### src/rtl/mem_arb_pkg.sv
// mem_arb_pkg: shared state encoding, client ids and tag helper for mem_arbiter
package mem_arb_pkg;
   typedef enum logic {IDLE = 1'b0, WDATA = 1'b1} state_t;
   localparam int CLIENT_IC = 0;
   localparam int CLIENT_DC = 1;
   function automatic int tag_msb(input int tag_w);
      return tag_w - 1;
   endfunction
endpackage

### src/rtl/mem_arb_rr.sv
// mem_arb_rr: 2-way round-robin picker that can hold a stalled grant
module mem_arb_rr import mem_arb_pkg::*; (
   input  logic       clk,
   input  logic       rst,
   input  logic [1:0] req,
   input  logic       advance,
   input  logic       lock,
   output logic [1:0] grant
);
   logic       ptr;
   logic       locked;
   logic [1:0] held;
   always_comb grant = locked ? held : (&req ? (ptr ? 2'b10 : 2'b01) : req);
   // pointer moves to the client that did not win the handshake
   always_ff @(posedge clk or posedge rst)
      if (rst) begin
         ptr    <= 1'(CLIENT_IC);
         locked <= 1'b0;
         held   <= 2'b00;
      end else if (advance) begin
         ptr    <= ~grant[CLIENT_DC];
         locked <= 1'b0;
      end else if (lock) begin
         locked <= 1'b1;
         held   <= grant;
      end
endmodule

### src/rtl/mem_arbiter.sv
// mem_arbiter: icache/dcache to external memory arbiter; MEM_ARB_PERF_EN adds perf counters
module mem_arbiter import mem_arb_pkg::*; #(
   parameter int ADDR_W      = 28,
   parameter int DATA_W      = 128,
   parameter int TAG_W       = 5,
   parameter int DATA_CYCLES = 4
) (
   input  logic                clk,
   input  logic                reset,
   input  logic                ic_req_valid,
   output logic                ic_req_ready,
   input  logic [ADDR_W-1:0]   ic_req_addr,
   input  logic [TAG_W-2:0]    ic_req_tag,
   output logic                ic_resp_valid,
   output logic [DATA_W-1:0]   ic_resp_data,
   output logic [TAG_W-2:0]    ic_resp_tag,
   input  logic                dc_req_valid,
   output logic                dc_req_ready,
   input  logic                dc_req_rw,
   input  logic [ADDR_W-1:0]   dc_req_addr,
   input  logic [TAG_W-2:0]    dc_req_tag,
   input  logic                dc_req_data_valid,
   output logic                dc_req_data_ready,
   input  logic [DATA_W-1:0]   dc_req_data_bits,
   input  logic [DATA_W/8-1:0] dc_req_data_mask,
   output logic                dc_resp_valid,
   output logic [DATA_W-1:0]   dc_resp_data,
   output logic [TAG_W-2:0]    dc_resp_tag,
   output logic                mem_req_valid,
   input  logic                mem_req_ready,
   output logic                mem_req_rw,
   output logic [ADDR_W-1:0]   mem_req_addr,
   output logic [TAG_W-1:0]    mem_req_tag,
   output logic                mem_req_data_valid,
   input  logic                mem_req_data_ready,
   output logic [DATA_W-1:0]   mem_req_data_bits,
   output logic [DATA_W/8-1:0] mem_req_data_mask,
   input  logic                mem_resp_valid,
   input  logic [TAG_W-1:0]    mem_resp_tag,
   input  logic [DATA_W-1:0]   mem_resp_data
`ifdef MEM_ARB_PERF_EN
   ,
   output logic [31:0]         perf_ic_grants,
   output logic [31:0]         perf_dc_grants,
   output logic [31:0]         perf_conflicts
`endif
);
   localparam int BW = DATA_CYCLES > 1 ? $clog2(DATA_CYCLES) : 1;
   localparam int TM = tag_msb(TAG_W);
   localparam logic [BW-1:0] LAST = BW'(DATA_CYCLES - 1);
   state_t        state;
   logic [BW-1:0] beat;
   logic [1:0]    req;
   logic [1:0]    grant;
   logic          idle;
   logic          dc_win;
   logic          hs;
   logic          dhs;
   always_comb idle = state == IDLE;
   always_comb req = idle ? {dc_req_valid, ic_req_valid} : 2'b00;
   mem_arb_rr u_rr (
      .clk     (clk),
      .rst     (reset),
      .req     (req),
      .advance (hs),
      .lock    (mem_req_valid && !mem_req_ready),
      .grant   (grant)
   );
   always_comb begin
      dc_win             = grant[CLIENT_DC];
      mem_req_valid      = !reset && idle && |(grant & {dc_req_valid, ic_req_valid});
      mem_req_rw         = dc_win && dc_req_rw;
      mem_req_addr       = dc_win ? dc_req_addr : ic_req_addr;
      mem_req_tag        = {dc_win, dc_win ? dc_req_tag : ic_req_tag};
      ic_req_ready       = mem_req_valid && grant[CLIENT_IC] && mem_req_ready;
      dc_req_ready       = mem_req_valid && dc_win && mem_req_ready;
      hs                 = mem_req_valid && mem_req_ready;
      mem_req_data_valid = !reset && !idle && dc_req_data_valid;
      dc_req_data_ready  = !reset && !idle && mem_req_data_ready;
      mem_req_data_bits  = dc_req_data_bits;
      mem_req_data_mask  = dc_req_data_mask;
      dhs                = mem_req_data_valid && mem_req_data_ready;
      ic_resp_valid      = !reset && mem_resp_valid && !mem_resp_tag[TM];
      dc_resp_valid      = !reset && mem_resp_valid && mem_resp_tag[TM];
      ic_resp_data       = mem_resp_data;
      dc_resp_data       = mem_resp_data;
      ic_resp_tag        = mem_resp_tag[TM-1:0];
      dc_resp_tag        = mem_resp_tag[TM-1:0];
   end
   always_ff @(posedge clk or posedge reset)
      if (reset) begin
         state <= IDLE;
         beat  <= '0;
      end else if (idle) begin
         if (hs && dc_win && dc_req_rw) begin
            state <= WDATA;
            beat  <= '0;
         end
      end else if (dhs) begin
         state <= beat == LAST ? IDLE : WDATA;
         beat  <= beat == LAST ? '0 : beat + BW'(1);
      end
`ifdef MEM_ARB_PERF_EN
   always_ff @(posedge clk or posedge reset)
      if (reset) begin
         perf_ic_grants <= '0;
         perf_dc_grants <= '0;
         perf_conflicts <= '0;
      end else begin
         if (hs && !dc_win && perf_ic_grants != '1) perf_ic_grants <= perf_ic_grants + 32'd1;
         if (hs && dc_win && perf_dc_grants != '1) perf_dc_grants <= perf_dc_grants + 32'd1;
         if (idle && ic_req_valid && dc_req_valid && perf_conflicts != '1) perf_conflicts <= perf_conflicts + 32'd1;
      end
`endif
endmodule

### config.mk
export PLATFORM = sky130hd
export DESIGN_NAME = mem_arbiter
export DESIGN_NICKNAME = d
export VERILOG_FILES = /design/src/rtl/mem_arb_pkg.sv /design/src/rtl/mem_arb_rr.sv /design/src/rtl/mem_arbiter.sv
export SDC_FILE = /design/constraint.sdc
export NUM_CORES = 1
export LEC_CHECK = 0
export CAP_MARGIN = 20
export CORE_AREA = 10 10 306 308
export CTS_CLUSTER_SIZE = 8
export DETAILED_ROUTE_END_ITERATION = 16
export DIE_AREA = 0 0 316 318
export PLACE_DENSITY = 0.3
export SLEW_MARGIN = 20
export SYNTH_ARGS = -nofsm -noshare
export SYNTH_HDL_FRONTEND = slang
export SYNTH_SLANG_ARGS = --single-unit
### constraint.sdc
create_clock -name clk -period 4.7 [get_ports clk]
set_input_delay 0.94 -clock clk [delete_from_list [all_inputs] [get_ports clk]]
set_output_delay 0.94 -clock clk [all_outputs]
set_load 0.02 [all_outputs]
=== Yosys cells after proc, flatten, opt, wreduce, memory -nomap -nowiden ===
Cells that the tools add are included.

* Add/sub/neg operators: 1
* Reductions and logical operators: 27
* Bitwise gates (word level): 4
* Mux-type cells: 16
* Eq/ne operators: 2

{| class="wikitable"
|+ Operator list
! operator !! number
|-
| $mux 28 || 1
|-
| $logic_and 1x1->1 || 18
|-
| $mux 2 || 8
|-
| $mux 1 || 6
|-
| $reduce_and 2->1 || 3
|-
| $mux 4 || 1
|-
| $reduce_bool 2->1 || 2
|-
| $logic_not 1->1 || 3
|-
| $not 1->1 || 3
|-
| $add 2x1->2 const B || 1
|-
| $and 2x2->2 || 1
|-
| $eq 2x2->1 const B || 1
|-
| $ne 2x1->1 const B || 1
|-
| $reduce_or 2->1 || 1
|}

* Register bits: 7
* Logic and storage cells: 55

=== Logic depth before layout (Yosys ltp) ===
* Depth after elaboration: 12
* Depth in mapped cells: 6
* Depth with buffers taken out: 4

=== Hierarchy ===
A second synthesis with hierarchy kept.

* Cell total of the unflattened synthesis: 499
* Area total of the unflattened synthesis: 3936.3 um2

{| class="wikitable"
|+ By module, submodules not included
! module !! area an instance (um2) !! sequential area each (um2) !! times used !! cells each
|-
| mem_arbiter || 3732.3 || 75.1 || 1 || 475
|-
| mem_arb_rr || 203.9 || 100.1 || 1 || 24
|}

=== Least setup slack after synthesis ===
Ideal clock, no wire load.

* Kind: input -> output
* From: input port ic_req_valid
* To: output port mem_req_addr[0]
* Arrival time: 2.031 ns
* Data required time: 3.760 ns
* Path buffers: 1
* Stages on the path: 4
* Slack: 1.729 ns
* Cell sequence: nand2b_1 a32oi_2 buf_4 mux2_2

* Longest elaborated chain between the ends: 5

{| class="wikitable"
|+ RTL lines
! item !! line !! source
|-
| start: declaration || mem_arbiter.sv:10 || <nowiki>input logic ic_req_valid,</nowiki>
|-
| $mux 2 || mem_arbiter.sv:60 || <nowiki>always_comb req = idle ? {dc_req_valid, ic_req_valid} : 2'b00;</nowiki>
|-
| $reduce_and 2->1 || mem_arb_rr.sv:13 || <nowiki>always_comb grant = locked ? held : (&req ? (ptr ? 2'b10 : 2'b01) : req);</nowiki>
|-
| $mux 2 (2 in a row) || mem_arb_rr.sv:13 ||
|-
| $mux 28 || mem_arbiter.sv:73 || <nowiki>mem_req_addr = dc_win ? dc_req_addr : ic_req_addr;</nowiki>
|-
| end: declaration || mem_arbiter.sv:32 || <nowiki>output logic [ADDR_W-1:0] mem_req_addr,</nowiki>
|}

No other way between the ends.

=== Worst setup path in the final report ===
* From: input port ic_req_valid
* To: output port mem_req_addr[23]

Same word-level chain as after synthesis.

==> run summary <==
### STA
• **setup repair after global routing missed its margin** false
• **final count of hold timing violations** 0
• **Final Critical Period** 4090 ps
• **worst hold slack** 530 ps
• **final setup fails** 0
• **Setup Skew** 1.51 ps
• **f_max** 244 MHz
• **final count of pins violating max slew** 0
• **Tightest Pin Transition** 498 ps
• **crit share post-route** 0.871
• **Slew Limit Headroom** 0.665
• **final sum of negative setup slack** 0 ps

### Finish
• **net count of the finished layout** 551
• **fraction of final layout cells sized beyond drive strength 1** 0.216
• **final standard cell area without fillers** 3520 µm²
• **number of antenna cells inserted** 0
• **Area Overhead vs Synth** -10.2%
• **end-of-flow core utilization** 0.0402

### Power
• **Flop pwr share** 0.121
• **leakage power** 0.835 nW
• **clock share of power** 0.138
• **Net Sw Power** 0.000432 W
• **Switching Share** 0.418
• **cell-internal power** 0.000603 W
• **VDD IR-drop max** 0.000119 V
• **power density over the cells** 294 nW/µm²
• **relative contribution of combinational cells to total power** 0.741

### Yosys
• **Commonest cells post-synth** sky130_fd_sc_hd__buf_4 (411), sky130_fd_sc_hd__mux2_2 (34), sky130_fd_sc_hd__dfrtp_1 (7)
• **Syn. warnings** 0
• **number of library cell types mapped by synthesis** 28
• **Synth async-reset ratio** 1.00
• **average footprint of a synthesized cell** 7.96 µm²
• **most used standard cell by instance count after synthesis** sky130_fd_sc_hd__buf_4
• **most area-hungry cell type in the Yosys netlist** sky130_fd_sc_hd__buf_4
• **instance count of the mapped netlist** 492
• **flops & latches, synth** 7
• **Yosys top cell area share** 0.787
• **synthesized area** 3920 µm²
• **top cells by area, synth** sky130_fd_sc_hd__buf_4 (79%), sky130_fd_sc_hd__mux2_2 (9.8%), sky130_fd_sc_hd__dfrtp_1 (4.5%)
• **number of enable-type register cells in the synthesized netlist** 0
• **number of nets in the synthesized netlist** 843
• **most used flip-flop cell after synthesis** sky130_fd_sc_hd__dfrtp_1
• **register area share after synthesis** 0.0447

### Setup path
• **last element of the critical path** mem_req_addr[23]
• **depth of the worst register-to-register path** 4
• **Setup CP Type** in2out
• **required time of the critical path** 3760 ps
• **maximum net fanout on the critical path** 24
• **startpoint of the most critical setup path** ic_req_valid
• **kind of end point of the critical path** primary output
• **capture point of the worst reg-to-reg path** beat[0]$_DFFE_PP0P_
• **WP data arrival** 3150 ps
• **Critical Path Start Type** primary input
• **origin of the critical flop-to-flop path** state$_DFF_PP0_
• **worst reg-to-reg setup slack** 2870 ps

### Place
• **I/O Buffers** 114
• **post-DP HPWL** 19900 µm
• **area after detailed placement** 3440 µm²
• **placer's final routability congestion estimate** 0.662

### Clock tree
• **CTS tree** built
• **Sinks on Clock Net** 7
• **Post CTS Setup Buffer Count** 0
• **cts-stage hold buffer count** 0
• **Longest Clk Path Bufs** 2
• **TritonCTS buffer count** 3
• **CTS Root Cell** sky130_fd_sc_hd__clkbuf_16
• **Clock Latency Late Sink** 230 ps
• **# resized after CTS** 0
• **CTS clk-pin slew, worst paths** 40 ps
• **total number of H-tree levels** 1

### Routing
• **1st-pass router iterations** 3
• **detail-routed via count per cell** 1.25
• **Antenna Violating Nets Remaining** 0
• **wire length per cell** 15.6 µm
• **Vias** 1703
• **total detailed-routing wirelength** 21300 µm
• **first-iteration detailed-routing DRC count** 49
• **number of DRC violations after detailed routing** 0

### Job
• **number of maximum-capacitance constraint violations** 0

### Global route
• **wire length of the first global-routing pass** 24700 µm
• **largest net degree at the start of global routing** 25
• **antenna violations before repair** 2
• **total congestion overflow** 0
• **GRT Resource Usage Total** 0.0385
• **number of global-route vias before repair** 2164

### Floorplan
• **area of the placeable core** 87700 µm²
• **Core Rows** 109
• **die height** 318 µm
• **Die Area** 100000 µm²
• **number of ports placed on the die boundary** 799
• **die boundary width** 316 µm
• **effective utilization at floorplan** 0.0447

### Min path
• **Hold WC Path Type** reg2reg

### Outcome
• **run status** completed

==> power by group through the flow <==
stage               clock network (W)  registers, W  logic (W)
floorplan                           0      0.000104   0.000955
global placement                    0      0.000128   0.000783
detailed placement                  0      0.000128   0.000781
CTS                          0.000145      0.000127   0.000786
global route                 0.000150      0.000130   0.000821
finish                       0.000142      0.000125   0.000767
==> routing by layer <==
metal  global-route usage  vias to the layer above  share of wire
li1                     -                      539              -
met1               0.0152                      613           0.14
met2               0.0642                      432           0.46
met3               0.0538                      117           0.32
met4               0.0286                        2          0.080
met5              0.00148                        -        0.00066
==> cell families (layout without fill, tap and decap cells) <==
kind of cell	after synthesis	after routing	synth area share
adders and majority gates	1	1	0.00319
AOI/OAI and AO/OA	7	7	0.0185
muxes	37	37	0.106
buffers and inverters	417	124	0.795
DFF	7	7	0.0447
and+or+nand+nor	23	23	0.0323
==> layout make-up <==
cell class,count,area [µm²]
Timing Repair Buffer,116,1160
Clock buffer,4,78.8
Inverter,4,15.0
Fill cell,10400,84200
Sequential cell,7,175
Tap cell,1165,1460
Multi-Input combinational cell,68,638
==> cell usage in the layout, fill, tap and decap left out <==
cell type / synthesis / routed
sky130_fd_sc_hd__a22o_1: 1 / 1
sky130_fd_sc_hd__a22oi_2: 1 / 1
sky130_fd_sc_hd__a32oi_4: 0 / 1
sky130_fd_sc_hd__a41oi_1: 1 / 1
sky130_fd_sc_hd__and2_1: 1 / 1
sky130_fd_sc_hd__and3_1: 3 / 3
sky130_fd_sc_hd__and3b_1: 1 / 1
sky130_fd_sc_hd__buf_4: 411 / 2
sky130_fd_sc_hd__clkbuf_1: 0 / 1
sky130_fd_sc_hd__clkbuf_16: 0 / 3
sky130_fd_sc_hd__clkdlybuf4s50_1: 0 / 114
sky130_fd_sc_hd__dfrtp_1: 7 / 7
sky130_fd_sc_hd__ha_1: 1 / 1
sky130_fd_sc_hd__inv_1: 3 / 3
sky130_fd_sc_hd__inv_2: 1 / 1
sky130_fd_sc_hd__mux2_1: 2 / 2
sky130_fd_sc_hd__mux2_2: 34 / 34
sky130_fd_sc_hd__mux2i_1: 1 / 1
sky130_fd_sc_hd__nand2_1: 5 / 5
sky130_fd_sc_hd__nand2b_1: 3 / 3
sky130_fd_sc_hd__nand3_1: 1 / 1
sky130_fd_sc_hd__nand3b_1: 1 / 1
sky130_fd_sc_hd__nor2_1: 3 / 3
sky130_fd_sc_hd__nor3_1: 2 / 2
sky130_fd_sc_hd__nor3b_1: 2 / 2
sky130_fd_sc_hd__nor4_1: 1 / 1
sky130_fd_sc_hd__o21ai_0: 1 / 1
sky130_fd_sc_hd__o22a_1: 1 / 1
sky130_fd_sc_hd__o31ai_2: 1 / 1
==> worst min-delay path by stage <==
stage	slack [ps]	depth (start not counted)	endpoint	startpoint
6_report	530	2	beat[1]$_DFFE_PP0P_	beat[1]$_DFFE_PP0P_
5_1_grt	550	1	beat[0]$_DFFE_PP0P_	beat[0]$_DFFE_PP0P_
4_1_cts	540	2	beat[1]$_DFFE_PP0P_	beat[1]$_DFFE_PP0P_
3_5_place_dp	530	2	beat[1]$_DFFE_PP0P_	beat[1]$_DFFE_PP0P_
3_3_place_gp	500	1	beat[0]$_DFFE_PP0P_	beat[0]$_DFFE_PP0P_
2_1_floorplan	490	1	beat[0]$_DFFE_PP0P_	beat[0]$_DFFE_PP0P_
==> per-stage QoR <==
stage               std cells  power [W]  worst slack, ps
global route             1364    0.00110              526
floorplan                 492    0.00106             1730
CTS                      1364    0.00106              592
detailed placement       1360   0.000909              597
finish                   1364    0.00103              608
global placement         1360   0.000911              631
==> state kept, by name (all words and copies together), names as in the netlist <==
| register | flops |
|---|---|
| beat | 2 |
| state | 1 |
| u_rr.locked | 1 |
| u_rr.ptr | 1 |
| u_rr.held | 2 |
==> worst max-delay path, cell delays in order <==
cell	delay (ps)
sky130_fd_sc_hd__clkdlybuf4s50_1	530
sky130_fd_sc_hd__nand2b_1	130
sky130_fd_sc_hd__a32oi_4	250
sky130_fd_sc_hd__buf_4	360
sky130_fd_sc_hd__mux2_2	380
sky130_fd_sc_hd__clkdlybuf4s50_1	550
Note: power is estimated with default switching activity, not from simulation.
